**src/rtl/inst_cache.sv**
```systemverilog
// inst_cache: direct-mapped instruction cache, combinational hit path, 4-word line fill from memory
module inst_cache #(
  parameter int INDEX_BITS = 5
) (
  input  logic        clk,
  input  logic        rst,
  input  logic        rdy,
  input  logic [31:0] pc_in,
  output logic        inst_valid,
  output logic [31:0] inst_out,
  input  logic        flush,
  output logic        mem_req_valid,
  output logic [31:0] mem_req_addr,
  input  logic        mem_resp_valid,
  input  logic [31:0] mem_resp_data
);
  localparam int LINE_WORDS = 4;
  localparam int LINES = 1 << INDEX_BITS;
  localparam int TAG_W = 28 - INDEX_BITS;
  typedef enum logic {IDLE, FILL} state_t;
  state_t state, state_n;
  logic [1:0] cnt;
  logic [LINES-1:0] valid;
  logic [TAG_W-1:0] tags [LINES];
  logic [31:0] data [LINES][LINE_WORDS];
  logic [31:0] fill_buf [LINE_WORDS];
  logic [INDEX_BITS-1:0] idx, f_idx;
  logic [TAG_W-1:0] tag, f_tag;
  logic [1:0] off;
  logic hit, start, take, done;
  // the line being filled is identified by the outstanding request address
  always_comb begin
    idx = pc_in[3+INDEX_BITS:4];
    tag = pc_in[31:4+INDEX_BITS];
    off = pc_in[3:2];
    f_idx = mem_req_addr[3+INDEX_BITS:4];
    f_tag = mem_req_addr[31:4+INDEX_BITS];
    hit = state == IDLE && valid[idx] && tags[idx] == tag;
    inst_valid = hit && !flush;
    inst_out = data[idx][off];
    start = state == IDLE && rdy && !flush && !hit;
    take = state == FILL && rdy && mem_resp_valid;
    done = take && cnt == 2'd3;
    state_n = start ? FILL : done ? IDLE : state;
  end
  always_ff @(posedge clk)
    if (rst) begin
      state <= IDLE;
      cnt <= '0;
      valid <= '0;
      mem_req_valid <= 1'b0;
      mem_req_addr <= '0;
    end else if (rdy) begin
      state <= state_n;
      if (flush) valid <= '0;
      if (done) valid[f_idx] <= 1'b1;
      if (start) begin
        cnt <= '0;
        mem_req_valid <= 1'b1;
        mem_req_addr <= pc_in & ~32'hF;
      end else if (take) begin
        cnt <= cnt + 2'd1;
        mem_req_valid <= !done;
        mem_req_addr <= done ? mem_req_addr : mem_req_addr + 32'd4;
      end
    end
  // last word goes straight from the response into the array
  always_ff @(posedge clk)
    if (!rst && take) begin
      fill_buf[cnt] <= mem_resp_data;
      if (done) begin
        tags[f_idx] <= f_tag;
        for (int i = 0; i < LINE_WORDS - 1; i++) data[f_idx][i] <= fill_buf[i];
        data[f_idx][LINE_WORDS-1] <= mem_resp_data;
      end
    end
endmodule

```
**config.mk**
```make
export PLATFORM = sky130hd
export DESIGN_NAME = inst_cache
export DESIGN_NICKNAME = d
export VERILOG_FILES = /design/src/rtl/inst_cache.sv
export SDC_FILE = /design/constraint.sdc
export NUM_CORES = 2
export LEC_CHECK = 0
export CORE_ASPECT_RATIO = 0.5
export CORE_MARGIN = 2
export CORE_UTILIZATION = 30
export CTS_BUF_LIST = sky130_fd_sc_hd__clkbuf_4 sky130_fd_sc_hd__clkbuf_8
export CTS_CLUSTER_SIZE = 10
export DETAILED_ROUTE_END_ITERATION = 12
export PLACE_DENSITY_LB_ADDON = 0.12
export SYNTH_ARGS = -nofsm -noshare
export SYNTH_HDL_FRONTEND = slang
export SYNTH_MEMORY_MAX_BITS = 65536
export SYNTH_SLANG_ARGS = --single-unit
```
**constraint.sdc**
```tcl
create_clock -name clk -period 10.9 [get_ports clk]
set_input_delay 1.635 -clock clk [delete_from_list [all_inputs] [get_ports clk]]
set_output_delay 1.635 -clock clk [all_outputs]
set_load 0.01 [all_outputs]
```
* Yosys cells after proc, flatten, opt, wreduce, memory -nomap -nowiden
Memory sizes are Yosys's and may differ from the RTL's.
Index checks and enable logic that the tools add are counted.
** Storage, ports and cells
- Register bits after elaboration :: 68
- Bits in latches :: 0
- RAM bits :: 4960
- ROM bits :: 0
- Input bits :: 69
- Output and inout port bits :: 66
- Memories :: 3
** Operators by class
- $add $sub $neg :: 2
- $mul :: 0
- Div/mod/pow operators :: 0
- $lt $le $gt $ge :: 4
- Equality and inequality tests :: 3
- Shift operators :: 0
- Multiplexer cells :: 25
- Bitwise logic cells :: 3
- Reduce and logical (&&, ||, !) cells :: 20
** Memories
- data :: depth 32, width 128, rd ports 1, clocked after Yosys merged registers in 0, wr ports 1, RTL line 25 : logic [31:0] data [LINES][LINE_WORDS];
- tags :: depth 32, width 23, rd ports 1, clocked after Yosys merged registers in 0, wr ports 1, RTL line 24 : logic [TAG_W-1:0] tags [LINES];
- fill_buf :: depth 4, width 32, rd ports 3, clocked after Yosys merged registers in 0, wr ports 1, RTL line 26 : logic [31:0] fill_buf [LINE_WORDS];
** Operators with widths (number)
- $mux 32 :: 9
- $bmux 32 s2 :: 1
- $add 32x3->32 const B :: 1
- $or 32x32->32 :: 1
- $eq 23x23->1 :: 1
- $lt 5x6->1 const B :: 2
- $logic_and 1x1->1 :: 11
- $mux 1 :: 11
- $bmux 1 s5 :: 1
- $demux 1 s5 :: 1
- $ge 5x1->1 const B :: 1
- $logic_not 1->1 :: 4
- $mux 2 :: 2
- $reduce_and 2->1 :: 2
- $reduce_bool 2->1 :: 2
- $ge 3x3->1 const B :: 1
- $not 2->3 :: 1
- $reduce_and 3->1 :: 1
- $add 2x1->2 const B :: 1
- $eq 2x2->1 const B :: 1
- $ne 2x2->1 const B :: 1
- $not 1->1 :: 1

* Longest topological paths before layout
- Word-level depth :: 8
- Gate-level depth with buffers :: 15
- Gate-level depth less buffers :: 9

* Worst setup path before layout
Ideal clock, no wire load.
- Kind :: input-to-reg
- Start :: input port mem_resp_valid
- End :: memory data[24][0] (netlist name) (enable)
- Setup time :: 666 ps
- Data arrival time :: 8710 ps
- Data required time :: 10234 ps
- Path slack :: 1524 ps
- Stages on the path :: 6
- Buffers on the path :: 0
- Cells stage by stage :: nand3_1 -> nor2_1 -> nand2_1 -> nor2_1 -> nand3_1 -> nor2_1
** On the way
- Word-level cells in the longest chain between the ends :: 5
- Elaborated cells on any way between the ends :: 6
- Classes of those cells :: 3 x mux; 3 x reduce/logical
** Ends and longest elaborated chain
- from (decl) :: RTL line 14 : input logic mem_resp_valid,
- $logic_and 1x1->1 * :: RTL line 42 : take = state == FILL && rdy && mem_resp_valid;
- $logic_and 1x1->1 :: RTL line 43 : done = take && cnt == 2'd3;
- $mux 1 :: RTL line 71 : if (done) begin
- $mux 1 * :: RTL line 69 : if (!rst && take) begin
- $mux 1 (not written as such) * :: RTL line 74 : data[f_idx][LINE_WORDS-1] <= mem_resp_data;
- to (decl) :: RTL line 25
Mark *: on every way between the ends. The rest lies on a longest branch, timed or not.

* Worst setup path after layout
- Start :: input port pc_in[6]
- End :: output port inst_out[2]
** On the way
- Word-level cells in the longest chain between the ends :: 4
** Ends and longest elaborated chain
- from (decl) :: RTL line 8 : input logic [31:0] pc_in,
- $mem_v2 32x128
- $bmux 32 s2 :: RTL line 40 : inst_out = data[idx][off];
- $mux 32 (not written as such) (2 in series) :: RTL line 40
- to (decl) :: RTL line 10 : output logic [31:0] inst_out,
No other way between the ends. The select of a mux whose other input is x is not followed.

==> metrics.md <==
| Metric | Value |
|---|---|
| Area Overhead vs Synth | 14.5% |
| Layout cells sized above 1 | between 30% and 40% |
| Latest clock arrival within the worst-skew pair | approximately 1.3 ns |
| Crit path cell chain | buf_8 > buf_4 > buf_12 > buf_4 > mux4_2 > mux4_2 > mux2_2 > clkdlybuf4s50_1 |
| Tot Pwr | between 30 and 40 mW |
| CP startpoint | pc_in[6] |
| Reg2reg path depth | 8 |
| H-Tree Level Count | 6 |
| Worst Path Max Fanout | around 70 |
| Port bufs | between 100 and 150 |
| Slowest-stage cell, CP | buf_4 |
| Post-synthesis register bit count | 4994 |
| Final instance area | between 200000 and 250000 um2 |
| # fillers | 58401 |
| P_int | 29.4 mW |
| Starting density of the core | between 30 and 40% |
| Mapped Cells | about 7600 |
| Min Tclk post-route | ~8.0 ns |
| Cell area power density | roughly 170 nW/um2 |
| Setup repair bufs after CTS | 0 |
| Hold Crit Class | flop to flop |
| Vias in the first global route | around 90000 |
| Global-route wire length before repair | approximately 780000 um |
| Final core occ | between 30% and 40% |
| Critical path endpoint category | primary output |
| Sw frac | ~22% |
| Placed Cells | about 16000 |
| Final wirelength | between 500000 and 600000 um |
| Fmax | 125 MHz |
| Largest stage delay, worst path | between 0.7 and 0.8 ns |
| Status | finished, final reports clean |
| Psw | 8.48 mW |
| Post-Syn Area | 190000 um2 |
| WP data arrival | roughly 6.4 ns |
| Mean area per synthesized cell | 25.1 um2 |
| Asr flop ratio synth | 0% |
| Worst Setup EP | inst_out[2] |
| Slew @ Worst Pin | between 1 and 1.5 ns |
| Clk network pwr share | roughly 40% |
| Non-filler cells, final | ~17000 |
| Cell variety after synth | 70 |
| Starting DRT DRC Count | roughly 8600 |
| RR Startpoint | state |
| ANT nets after route | 0 |
| Sequential share of power | between 50% and 60% |
| RR Endpoint | data[26][34] |
| Nets@finish | 8396 |
| WHS | between 0.4 and 0.5 ns |
| Comb pwr share | around 4.5% |
| Pre-CTS setup slack | around 2.9 ns |
| Setup violators final | 0 |
| Max-slew violation count | 0 |
| CP Class | input pin to primary output |
| Routability cong. | about 0.7 |
| Initial antenna violation count | 22 |
| Maximum vdd ir drop | around 0.00013 V |
| Clock root buffer | clkbuf_8 |
| Die ar. | between 600000 and 700000 um2 |
| Ys flop type | edfxtp_1 |
| DRC viols | 0 |
| Clock Tree Buf Depth | 4 |
| DIE WIDTH | about 1100 um |
| Grt total ovfl | 0 |
| RSZ-0062 raised after global routing | false |
| Synthesis Warnings | 0 |
| Final worst path period share | about three quarters |
| Setup Skew | approximately 0.082 ns |
| Post-synth EDFFs | around 5000 |
| Post-DP Area | between 200000 and 250000 um2 |
| CTS Sinks | 4994 |
| HPWL after DPL | about 280000 um |
| Clk pin slew, worst setup/hold paths | ~0.060 ns |
| Number of max-cap violations | 0 |
| FP Rows | 206 |
| Total number of vias | approximately 88000 |
| Worst EP required | just over 9 ns |
| CTS Hold Bufs | 0 |
| Drt wl/cell | between 30 and 40 um |
| Final Hold Violating Endpoints | 0 |
| Die Ht | 567 um |
| CTS tree | done |
| Leak | 66.6 nW |
| R2R setup slack | 6.33 ns |
| Relative slew margins | around an eighth |
| GRT Total Usage | 17.5% |
| CP startpoint kind | input pin |
| CORE AREA | between 600000 and 700000 um2 |
| Vias per cell | between 5 and 6 |
| Final WS setup | slightly below 3 ns |
| Setup total negative slack | 0 ns |
| CTS Buf Count | ~760 |
| Sequential fraction of the synthesis area | 78.6% |
| Pin count of the biggest net entering global routing | 100 |
| Pre-antenna DRT Iters | 7 |
| IO Pins | between 100 and 150 |
| Post-CTS sizing | 0 |
synth_stat cells, types with 5 or more instances:
cell type / n / area share [%]
edfxtp_1: 4928 / 78
mux4_2: 1490 / 18
clkbuf_1: 180 / 0.36
buf_2: 145 / 0.38
mux2i_1: 101 / 0.53
dfxtp_1: 66 / 0.70
nor2_1: 64 / 0.13
nand2_1: 61 / 0.12
mux2_2: 44 / 0.26
a211oi_1: 43 / 0.17
a21o_1: 33 / 0.13
nand3_1: 32 / 0.084
buf_6: 28 / 0.17
buf_4: 26 / 0.10
xnor2_1: 26 / 0.12
a22oi_1: 25 / 0.099
xor2_1: 20 / 0.092
buf_1: 19 / 0.038
nor2b_1: 19 / 0.063
nand4_1: 18 / 0.059
and2_1: 17 / 0.056
o21ai_0: 17 / 0.045
o22ai_1: 17 / 0.056
a21oi_1: 16 / 0.042
and3_1: 13 / 0.043
inv_1: 11 / 0.022
a31oi_1: 9 / 0.030
o221ai_1: 9 / 0.041
nand2b_1: 7 / 0.023
nor3_1: 7 / 0.018
mux4_1: 6 / 0.083
nor4_1: 6 / 0.020
ha_1: 5 / 0.033
or2_2: 5 / 0.016
worst min-delay path by stage:
stage                    from         to  slack (ns)  depth (start not counted)
floorplan           valid[10]  valid[10]        0.42                          1
global placement    valid[20]  valid[20]        0.43                          1
finish               valid[5]   valid[5]        0.45                          1
detailed placement   valid[5]   valid[5]        0.43                          1
global route         valid[4]   valid[4]        0.46                          1
CTS                  valid[5]   valid[5]        0.45                          1
metal layers:
| metal | wire (um) | vias up | GRT usage, % |
|---|---|---|---|
| li1 | - | 34707 | - |
| met1 | 268000 | 49983 | 25.9 |
| met2 | 266000 | 2406 | 27.5 |
| met3 | 27000 | 746 | 2.62 |
| met4 | 9890 | 4 | 3.39 |
| met5 | 26 | - | 0 |
cell type report:
type / instances / area, um2 / area share [%]
clock buffers: 1059 / 12800 / 5.90
well taps: 8424 / 10500 / 4.85
flip-flops and latches: 4994 / 149000 / 68.7
clock inverters: 306 / 1640 / 0.755
multi-input cells: 2172 / 38900 / 17.9
repair buffers: 380 / 4180 / 1.92
inverters: 12 / 52.6 / 0.0242
diodes: 3 / 7.51 / 0.00345
flip-flops by register name (all words and copies together), names as in the netlist:
register and cells:
mem_req_valid 1, valid 32, cnt 2, fill_buf 96, mem_req_addr 30, data 4096, tags 736, state 1
critical path: cells and delay by family:
kind | cells | cell delay, ns
muxes | 3 | 1.40
buffers and inverters | 5 | 2.85
layout by cell type (no fill, tap or decap), drive strengths merged, types with 9 or more instances in the layout:
cell type,Yosys,routed
clkinvlp,0,15
buf,218,260
a22oi,25,25
and2,17,17
inv,12,40
clkdlybuf4s50,0,119
o221ai,9,9
xnor2,26,26
a21o,34,34
o21ai,18,18
dfxtp,66,66
mux2,45,45
and3,13,13
clkbuf,180,1060
o22ai,17,17
mux4,1496,1496
nor2b,19,19
clkinv,0,257
a31oi,9,9
xor2,20,20
a211oi,47,47
nand4,18,18
edfxtp,4928,4928
nand3,32,32
a21oi,17,17
mux2i,101,101
nand2,61,61
nor2,64,64
kinds of logic after synthesis:
| kind of cell | after synthesis | share of synthesized area [%] |
|---|---|---|
| buffers and inverters | 410 | 1.07 |
| other | 1 | 0.00197 |
| adders and majority gates | 5 | 0.0329 |
| and+or+nand+nor | 263 | 0.696 |
| xor gates and xnor gates | 46 | 0.212 |
| muxes | 1642 | 18.5 |
| AOI/OAI and AO/OA | 214 | 0.842 |
| DFF | 4994 | 78.6 |
power groups by stage:
stage / Sequential (mW) / Clock (mW) / Combinational (mW)
2_1_floorplan: 21.4 / 0 / 1.02
4_1_cts: 20.9 / 15.8 / 1.75
3_3_place_gp: 21.4 / 0 / 1.75
5_1_grt: 20.9 / 16.5 / 1.81
6_report: 20.9 / 15.2 / 1.70
3_5_place_dp: 21.4 / 0 / 1.75
(Power assumes the default switching activity.)
